`src/rtl/pipe_pkg.sv`:
```
// pipe_pkg: shared definitions for the instruction issue controller.
//   WORD_W         instruction word width
//   OPC_HI/OPC_LO  opcode field bounds within an instruction word
//   NOP_WORD       bubble encoding (opcode 0, never raises a hazard)
//   pipe_word_t    instruction word type
//   NUM_STAGES     number of execution pipeline stages
package pipe_pkg;

    localparam int unsigned WORD_W     = 16;
    localparam int unsigned OPC_HI     = 15;
    localparam int unsigned OPC_LO     = 9;
    localparam int unsigned NUM_STAGES = 5;

    typedef logic [WORD_W-1:0] pipe_word_t;

    localparam pipe_word_t NOP_WORD = '0;

    function automatic logic [OPC_HI-OPC_LO:0] opcode_of(input pipe_word_t word);
        return word[OPC_HI:OPC_LO];
    endfunction

endpackage

```
`src/rtl/issue_fifo.sv`:
```
// issue_fifo: synchronous FIFO feeding stage 1 of the pipeline.
//   clk, rst_n  clock, asynchronous active-low reset
//   push, wdata write wdata at the tail (caller guarantees not full)
//   pop         advance the head (caller guarantees not empty)
//   clear       synchronous empty; overrides push and pop
//   rdata       current head word
//   count       number of stored words (0..DEPTH)
module issue_fifo #(
    parameter int unsigned WIDTH = 16,
    parameter int unsigned DEPTH = 2
) (
    input  logic                     clk,
    input  logic                     rst_n,
    input  logic                     push,
    input  logic                     pop,
    input  logic                     clear,
    input  logic [WIDTH-1:0]         wdata,
    output logic [WIDTH-1:0]         rdata,
    output logic [$clog2(DEPTH):0]   count
);

    localparam int unsigned PTR_W = $clog2(DEPTH);
    localparam int unsigned CNT_W = PTR_W + 1;

    logic [WIDTH-1:0] mem_q [DEPTH];
    logic [PTR_W-1:0] rd_ptr_q;
    logic [PTR_W-1:0] wr_ptr_q;
    logic [CNT_W-1:0] count_q;

    // Pointers are power-of-two wide so the increment wraps modulo DEPTH.
    always_ff @(posedge clk or negedge rst_n) begin
        if (!rst_n) begin
            rd_ptr_q <= '0;
            wr_ptr_q <= '0;
            count_q  <= '0;
        end else if (clear) begin
            rd_ptr_q <= '0;
            wr_ptr_q <= '0;
            count_q  <= '0;
        end else begin
            if (push) begin
                wr_ptr_q <= wr_ptr_q + PTR_W'(1);
            end
            if (pop) begin
                rd_ptr_q <= rd_ptr_q + PTR_W'(1);
            end
            unique case ({push, pop})
                2'b10:   count_q <= count_q + CNT_W'(1);
                2'b01:   count_q <= count_q - CNT_W'(1);
                default: count_q <= count_q;
            endcase
        end
    end

    // Storage needs no reset; count gates every read that matters.
    always_ff @(posedge clk) begin
        if (push && !clear) begin
            mem_q[wr_ptr_q] <= wdata;
        end
    end

    assign rdata = mem_q[rd_ptr_q];
    assign count = count_q;

endmodule

```
`src/rtl/pipe_issue_ctrl.sv`:
```
// pipe_issue_ctrl: issue controller owning the five stage instruction registers.
// Each edge the stages shift dat1->dat5; stage 1 takes the fetch FIFO head unless
// a flush, a hazard (blocked) or an empty FIFO forces a NOP bubble.
//   clk, rst_n              clock, asynchronous active-low reset
//   fetch_data/valid/ready  fetch handshake into the FIFO
//   blocked                 hazard from the hazard unit (combinational on dat1..dat5)
//   flush                   branch redirect: empties FIFO, bubbles stage 1
//   dat1..dat5, stage_valid stage registers and their real-instruction flags
//   stall_clr, stall_count  hazard-bubble counter (PIPE_STALL_COUNTER_EN only)
// Build option: define PIPE_STALL_COUNTER_EN to build the saturating stall counter.
module pipe_issue_ctrl #(
    parameter int unsigned WORD_W     = 16,
    parameter int unsigned FIFO_DEPTH = 2
) (
    input  logic              clk,
    input  logic              rst_n,
    input  logic [WORD_W-1:0] fetch_data,
    input  logic              fetch_valid,
    output logic              fetch_ready,
    input  logic              blocked,
    input  logic              flush,
    output logic [WORD_W-1:0] dat1,
    output logic [WORD_W-1:0] dat2,
    output logic [WORD_W-1:0] dat3,
    output logic [WORD_W-1:0] dat4,
    output logic [WORD_W-1:0] dat5,
    output logic [4:0]        stage_valid,
    input  logic              stall_clr,
    output logic [15:0]       stall_count
);

    import pipe_pkg::*;

    localparam int unsigned CNT_W = $clog2(FIFO_DEPTH) + 1;
    localparam logic [WORD_W-1:0] NOP = WORD_W'(NOP_WORD);

    logic [CNT_W-1:0]  fifo_count;
    logic [WORD_W-1:0] fifo_head;
    logic              fifo_empty;
    logic              push;
    logic              pop;

    logic [WORD_W-1:0] dat_q [NUM_STAGES];
    logic [NUM_STAGES-1:0] valid_q;
    logic [WORD_W-1:0] stage1_d;
    logic              stage1_valid_d;

    // No pass-through when full: readiness ignores a same-cycle pop.
    assign fetch_ready = !flush && (fifo_count < CNT_W'(FIFO_DEPTH));
    assign push        = fetch_valid && fetch_ready;
    assign fifo_empty  = (fifo_count == '0);
    assign pop         = !flush && !blocked && !fifo_empty;

    issue_fifo #(
        .WIDTH (WORD_W),
        .DEPTH (FIFO_DEPTH)
    ) u_fifo (
        .clk   (clk),
        .rst_n (rst_n),
        .push  (push),
        .pop   (pop),
        .clear (flush),
        .wdata (fetch_data),
        .rdata (fifo_head),
        .count (fifo_count)
    );

    always_comb begin
        stage1_d       = NOP;
        stage1_valid_d = 1'b0;
        if (pop) begin
            stage1_d       = fifo_head;
            stage1_valid_d = 1'b1;
        end
    end

    // The pipeline never stalls; hazards are absorbed by bubbles at stage 1.
    always_ff @(posedge clk or negedge rst_n) begin
        if (!rst_n) begin
            for (int i = 0; i < NUM_STAGES; i++) begin
                dat_q[i] <= '0;
            end
            valid_q <= '0;
        end else begin
            for (int i = NUM_STAGES - 1; i > 0; i--) begin
                dat_q[i] <= dat_q[i-1];
            end
            dat_q[0] <= stage1_d;
            valid_q  <= {valid_q[NUM_STAGES-2:0], stage1_valid_d};
        end
    end

    assign dat1        = dat_q[0];
    assign dat2        = dat_q[1];
    assign dat3        = dat_q[2];
    assign dat4        = dat_q[3];
    assign dat5        = dat_q[4];
    assign stage_valid = valid_q;

`ifdef PIPE_STALL_COUNTER_EN
    logic [15:0] stall_q;

    // Only hazard bubbles count; starvation (empty FIFO) and flushes do not.
    always_ff @(posedge clk or negedge rst_n) begin
        if (!rst_n) begin
            stall_q <= '0;
        end else if (stall_clr) begin
            stall_q <= '0;
        end else if (blocked && !flush && !fifo_empty && (stall_q != 16'hFFFF)) begin
            stall_q <= stall_q + 16'd1;
        end
    end

    assign stall_count = stall_q;
`else
    logic unused_stall_clr;
    assign unused_stall_clr = stall_clr;
    assign stall_count      = '0;
`endif

endmodule

```
`config.mk`:
```
export PLATFORM = sky130hd
export DESIGN_NAME = pipe_issue_ctrl
export DESIGN_NICKNAME = d
export VERILOG_FILES = /design/src/rtl/pipe_pkg.sv /design/src/rtl/issue_fifo.sv /design/src/rtl/pipe_issue_ctrl.sv
export SDC_FILE = /design/constraint.sdc
export NUM_CORES = 1
export LEC_CHECK = 0
export ABC_AREA = 0
export CORE_ASPECT_RATIO = 1.25
export CORE_MARGIN = 2
export CORE_UTILIZATION = 41
export DETAILED_ROUTE_END_ITERATION = 10
export MAX_ROUTING_LAYER = met4
export PLACE_DENSITY = 0.75
export SYNTH_ARGS = -nofsm -noshare
export SYNTH_HDL_FRONTEND = slang
export SYNTH_HIERARCHICAL = 1
export SYNTH_SLANG_ARGS = --single-unit
```
`constraint.sdc`:
```
create_clock -name clk -period 2.32 [get_ports clk]
set_input_delay 0.348 -clock clk [delete_from_list [all_inputs] [get_ports clk]]
set_output_delay 0.348 -clock clk [all_outputs]
set_load 0.02 [all_outputs]
```
==> results of run 1 <==
[per-stage QoR]
step | utilization, % | cell area [um^2]
after CTS | 59.4 | 5650
after floorplan | - | 4010
after global placement | 53.7 | 5100
after global routing | 59.4 | 5650
final | 59.4 | 5650
after detailed placement | 53.7 | 5100
[metal layers]
metal  part of all wire [%]  wire, um  up-vias  global-route usage (%)
li1                       -         -      910                       -
met1                     38      2430     1002                    14.9
met2                     53      3370       93                    21.7
met3                    7.0       444       10                    6.41
met4                    1.6       101        0                    7.16
met5                      0         0        -                       -
[worst paths after layout]
path / start / cells past startpoint / slack, ns / end
max in group asynchronous: rst_n / 3 / 1.19 / dat1[15]
setup / recovery: u_fifo/count[1] / 2 / 0.40 / fetch_ready
min in group asynchronous: rst_n / 2 / 0.50 / u_fifo/count[1]
setup reg to reg: u_fifo/count[1] / 4 / 0.72 / u_fifo/mem_q[0][15]
hold reg to reg: dat1[15] / 0 / 0.37 / dat2[15]
hold / removal: dat1[15] / 0 / 0.37 / dat2[15]
[what timing repair did]
action / in CTS / in global routing
endpoints found under the hold margin: 47 / 0
buffers inserted: 0 / 0
hold buffers: 1 / 0
[state kept, by name (all words and copies together) (netlist names)]
register	cells
u_fifo/mem_q	32
dat1	16
dat2	16
dat3	16
dat4	16
dat5	16
stage_valid	5
u_fifo/count	2
u_fifo/rd_ptr_q	1
u_fifo/wr_ptr_q	1
[layout by cell type, fill, tap and decap left out, types with 7 or more instances in the layout]
cell type        instances
clkdlybuf4s50_1        105
nor4b_1                  7
buf_4                    9
edfxtp_1                32
conb_1                  16
mux2_2                   7
dfrtp_1                 89
nor4b_2                  8
clkbuf_16               18
mux2_4                   9
[cells by family (layout without fill, tap and decap cells)]
family | after synthesis | after routing | share of synthesized area [%]
AOI/OAI and AO/OA | 1 | 1 | 0.127
xor gates and xnor gates | 3 | 3 | 0.665
buffers and inverters | 23 | 146 | 5.16
DFF | 121 | 121 | 80.7
muxes | 16 | 16 | 5.42
other | 1 | 16 | 0.0949
and+or+nand+nor | 31 | 31 | 7.82
[critical path, stage by stage (launching register included)]
cell,delay [ns]
dfrtp_1,0.42
nor2_1,0.14
clkdlybuf4s50_1,0.61
[report_power, final]
group | switching (mW) | internal, mW
Sequential | 0.0331 | 2.26
Combinational | 0.217 | 0.181
Clock | 0.834 | 1.48
Total | 1.08 | 3.93
[area by class of cell]
type	instances	area, um^2
clock inverters	8	43.8
clock buffers	22	495
repair buffers	116	1150
multi-input cells	67	619
flip-flops and latches	121	3190
fillers	723	3860
well taps	126	158
==> metrics, run 1 <==
WS Path Type=reg -> out; period utilization=82.9%; post-synth top area share=56.4%; DIE AREA=around 10000 um^2; DRT Wirelength=6340 um; data arrival time of the worst path=between 1.5 and 2 ns; Layout Cells excl Fill=460; Least-Margin Pin Slew=about 0.59 ns; post-DP HPWL=4430 um; clk root buf=clkbuf_16; worst hold slack=0.368 ns; Fin. Hold Viols=0; gr ovfl total=0; placed cell count=429; layout net count=345; Post-synth ARST share=roughly three quarters; unrepaired setup endpoints after global routing=no; TritonCTS Buffers=17; Startpoint Class=flip-flop; Netlist cell types=22; wire length per cell=13.8 um; vias=2015; Rows=40; Initial Utilization=41.5%; CORE AREA=9510 um^2; max-slew violation count=0; Pwr Total=5.01 mW; TritonCTS clock tree=done; Post-synth EDFFs=32; post-route setup slack=roughly 0.40 ns; H-tree depth=4; die height=114 um; top cells by area, synth=dfrtp_1 56%, edfxtp_1 24%, mux2_4 3.4%; area grow syn2layout=43.1%; cell taking the most area after synthesis=dfrtp_1; CP max FO=4; Hold Crit Class=reg -> reg; outcome=complete, no violations; Sum Neg Setup Slack=0 ns; drt via density=4.38; Highest Clock Rate=520 MHz; First-pass DRT Iterations=4; gr usage total=13.9%; Power Density=887 nW/um^2; Lkg Pwr=~2.4 nW; Clock Pin Slew Worst Setup and Hold Paths=approximately 0.05 ns; Peak VDD IR=around 0.55 mV; ys flop type=dfrtp_1; # port buffers=106; die width=between 90 and 100 um; average size of a mapped cell=about 20 um^2; I/O pin count=between 100 and 150; vias in the first global route=1996; final setup vio count=0; Synth Warn #=6; CP Capture Type=output pin; post-CTS sizing=0; Max-Cap Viols=0; most frequent cell after synthesis=dfrtp_1; synthesized area=3950 um^2; Synth top cells by count=89 x dfrtp_1, 32 x edfxtp_1, 17 x buf_4, 9 x mux2_4, 8 x nor4b_2; CTS max path bufs=2; Worst Clk Skew=0.00402 ns; sequential area share after synthesis=about four fifths; first-pass GRT wire length=a little over 10000 um; remaining routing DRC violations=0; Placement Setup Slack=0.292 ns; Slew Limit Headroom=60.8%; largest net degree at the start of global routing=49; Initial DRC Count=62; min cycle time layout=1.92 ns; fraction of layout cells with a size suffix above 1=20.4%; clk sinks=121; Critical Path RT=1.97 ns; GP Congestion=0.768; Final ANT Viol Nets=0; Synth Instances=196; number of antenna violations at the first check in global routing=0; #FFs+latches synth=121; ant diodes=0; Worst-Skew Late Latency=about 0.40 ns
Note: power is estimated with default switching activity, not from simulation.
==> run 2, diff against run 1 <==
- clock period: 2.32 -> 1.7 ns (I/O delays scaled with it)
==> metrics, run 2 (synthesis results as in run 1) <==
R2R setup slack=0.22 ns (-0.50 ns); I/O pin count=124 (unchanged); CTS max path bufs=2 (unchanged); die width=91.8 um (unchanged); Fin. Hold Viols=0 (unchanged); CP Cell Sequence=clkdlybuf4s50_1; data arrival time of the worst path=1.39 ns (-0.18 ns); most frequent cells in the layout=102 x clkdlybuf4s50_1, 89 x dfrtp_1, 32 x edfxtp_1, 18 x clkbuf_16, 16 x conb_1; Highest Clock Rate=606 MHz; Initial DRC Count=50 (-19%); area grow syn2layout=45.7%; TritonCTS Buffers=17 (unchanged); Lkg Pwr=2.53 nW (+3.5%); vias=2027 (+0.60%); die height=114 um (unchanged); clk sinks=121 (unchanged); CP max FO=2 (-2); Final ANT Viol Nets=0 (unchanged); Worst Clk Skew=0.00698 ns (+0.00296 ns); WHS Endpoint=dat3[13]; outcome=complete, no violations; first-pass GRT wire length=10700 um (+4.6%); H-tree depth=4 (unchanged); Slowest Stage Delay on Critical Path=0.63 ns (+0.02 ns); TritonCTS clock tree=done; Reg2Reg Depth=6 (+2); FF-to-FF End=u_fifo/count[1]; post-route setup slack=0.0504 ns (-0.347 ns); # port buffers=106 (unchanged); period utilization=slightly below 100%; Hold Crit Class=reg -> reg; vias in the first global route=2142 (+7.3%); unrepaired setup endpoints after global routing=no; Initial Utilization=41.5% (unchanged); clk root buf=clkbuf_16; drt via density=4.35 (-0.70%); largest net degree at the start of global routing=40 (-18%); Placement Setup Slack=-0.0788 ns (-0.370 ns); HP Start=dat2[13]; wire length per cell=14.5 um (+5.3%); min cycle time layout=between 1.5 and 2 ns; register name with the most flops=u_fifo/mem_q; Peak VDD IR=0.887 mV (+60%); number of antenna violations at the first check in global routing=0 (unchanged); CP Capture Type=output pin; Max-Cap Viols=0 (unchanged); Critical Path RT=1.44 ns (-0.53 ns); DRT Wirelength=6760 um (+6.7%); gr usage total=14.3% (+0.44 points); Worst-Skew Late Latency=0.40 ns (about the same); Startpoint Class=flip-flop; commonest non-fill, non-tap cell in the layout=clkdlybuf4s50_1; worst hold slack=0.366 ns (-0.00186 ns); CP top delay family=buffers and inverters; Hold Path Stages=0 (unchanged); Clock Pin Slew Worst Setup and Hold Paths=0.05 ns (about the same); final setup vio count=0 (unchanged); max-slew violation count=0 (unchanged); DIE AREA=10400 um^2 (unchanged); max reg flops=32 (unchanged); Reg2Reg Launch Point=u_fifo/count[1]; critical path's slowest cell=clkdlybuf4s50_1; gr ovfl total=0 (unchanged); WS Path Type=reg -> out; layout net count=349 (+1.2%); fraction of layout cells with a size suffix above 1=22.4% (+2.0 points); First-pass DRT Iterations=3 (-1); ant diodes=0 (unchanged); remaining routing DRC violations=0 (unchanged); Rows=40 (unchanged); GP Congestion=0.778 (+1.4%); CORE AREA=9510 um^2 (unchanged); CP Buf/Inv Count=1 (unchanged); Power Density=1210 nW/um^2 (+37%)
[run 2: cell type report]
class | count | area (um^2)
sequential | 121 | 3190
clock buffer | 25 | 527
clock inverter | 7 | 36.3
tap | 126 | 158
fill | 709 | 3750
multi-input combinational | 67 | 641
timing repair buffer | 120 | 1210
[run 2: routing by layer]
| layer | GRT usage (%) | vias to the layer above | wire (um) |
|---|---|---|---|
| li1 | - | 919 | - |
| met1 | 15.2 | 1002 | 2610 |
| met2 | 23.4 | 93 | 3640 |
| met3 | 5.22 | 13 | 411 |
| met4 | 7.76 | 0 | 101 |
| met5 | - | - | 0 |
[run 2: timing repair]
action                                 in CTS  in global routing
setup endpoints to repair                   1                  3
hold buffers                                1                  0
endpoints found under the hold margin      36                  0
gates resized for setup                     1                  3
buffers inserted                            0                  0
[run 2: how the worst max path moves through the flow]
stage	startpoint	to	slack, ns	depth (start not counted)
detailed placement	flush	u_fifo/mem_q[0][12]	-0.08	5
global route	dat1[6]	dat1[6]	0.01	1
global placement	flush	u_fifo/mem_q[0][12]	-0.04	5
CTS	dat1[7]	dat1[7]	0.004	1
finish	dat1[4]	dat1[4]	0.05	1
floorplan	u_fifo/count[1]	u_fifo/mem_q[0][0]	0.0008	3
[run 2: stage by stage]
step / TNS (ns) / cell area (um^2) / total power [mW] / util (%) / instances
finish: 0 / 5760 / 6.98 / 60.5 / 466
global route: 0 / 5760 / 7.25 / 60.5 / 466
CTS: 0 / 5750 / 7.08 / 60.4 / 466
detailed placement: -2.17 / 5170 / 3.76 / 54.4 / 433
global placement: -0.773 / 5170 / 3.74 / 54.4 / 433
floorplan: 0 / 4030 / 3.50 / - / 211
[run 2: where the power goes]
| group | total (mW) | internal [mW] | switching, mW | leakage [nW] |
|---|---|---|---|---|
| Combinational | 0.566 | 0.260 | 0.306 | 0.721 |
| Clock | 3.28 | 2.13 | 1.15 | 0.288 |
| Sequential | 3.14 | 3.09 | 0.0493 | 1.52 |
| Total | 6.98 | 5.48 | 1.51 | 2.53 |
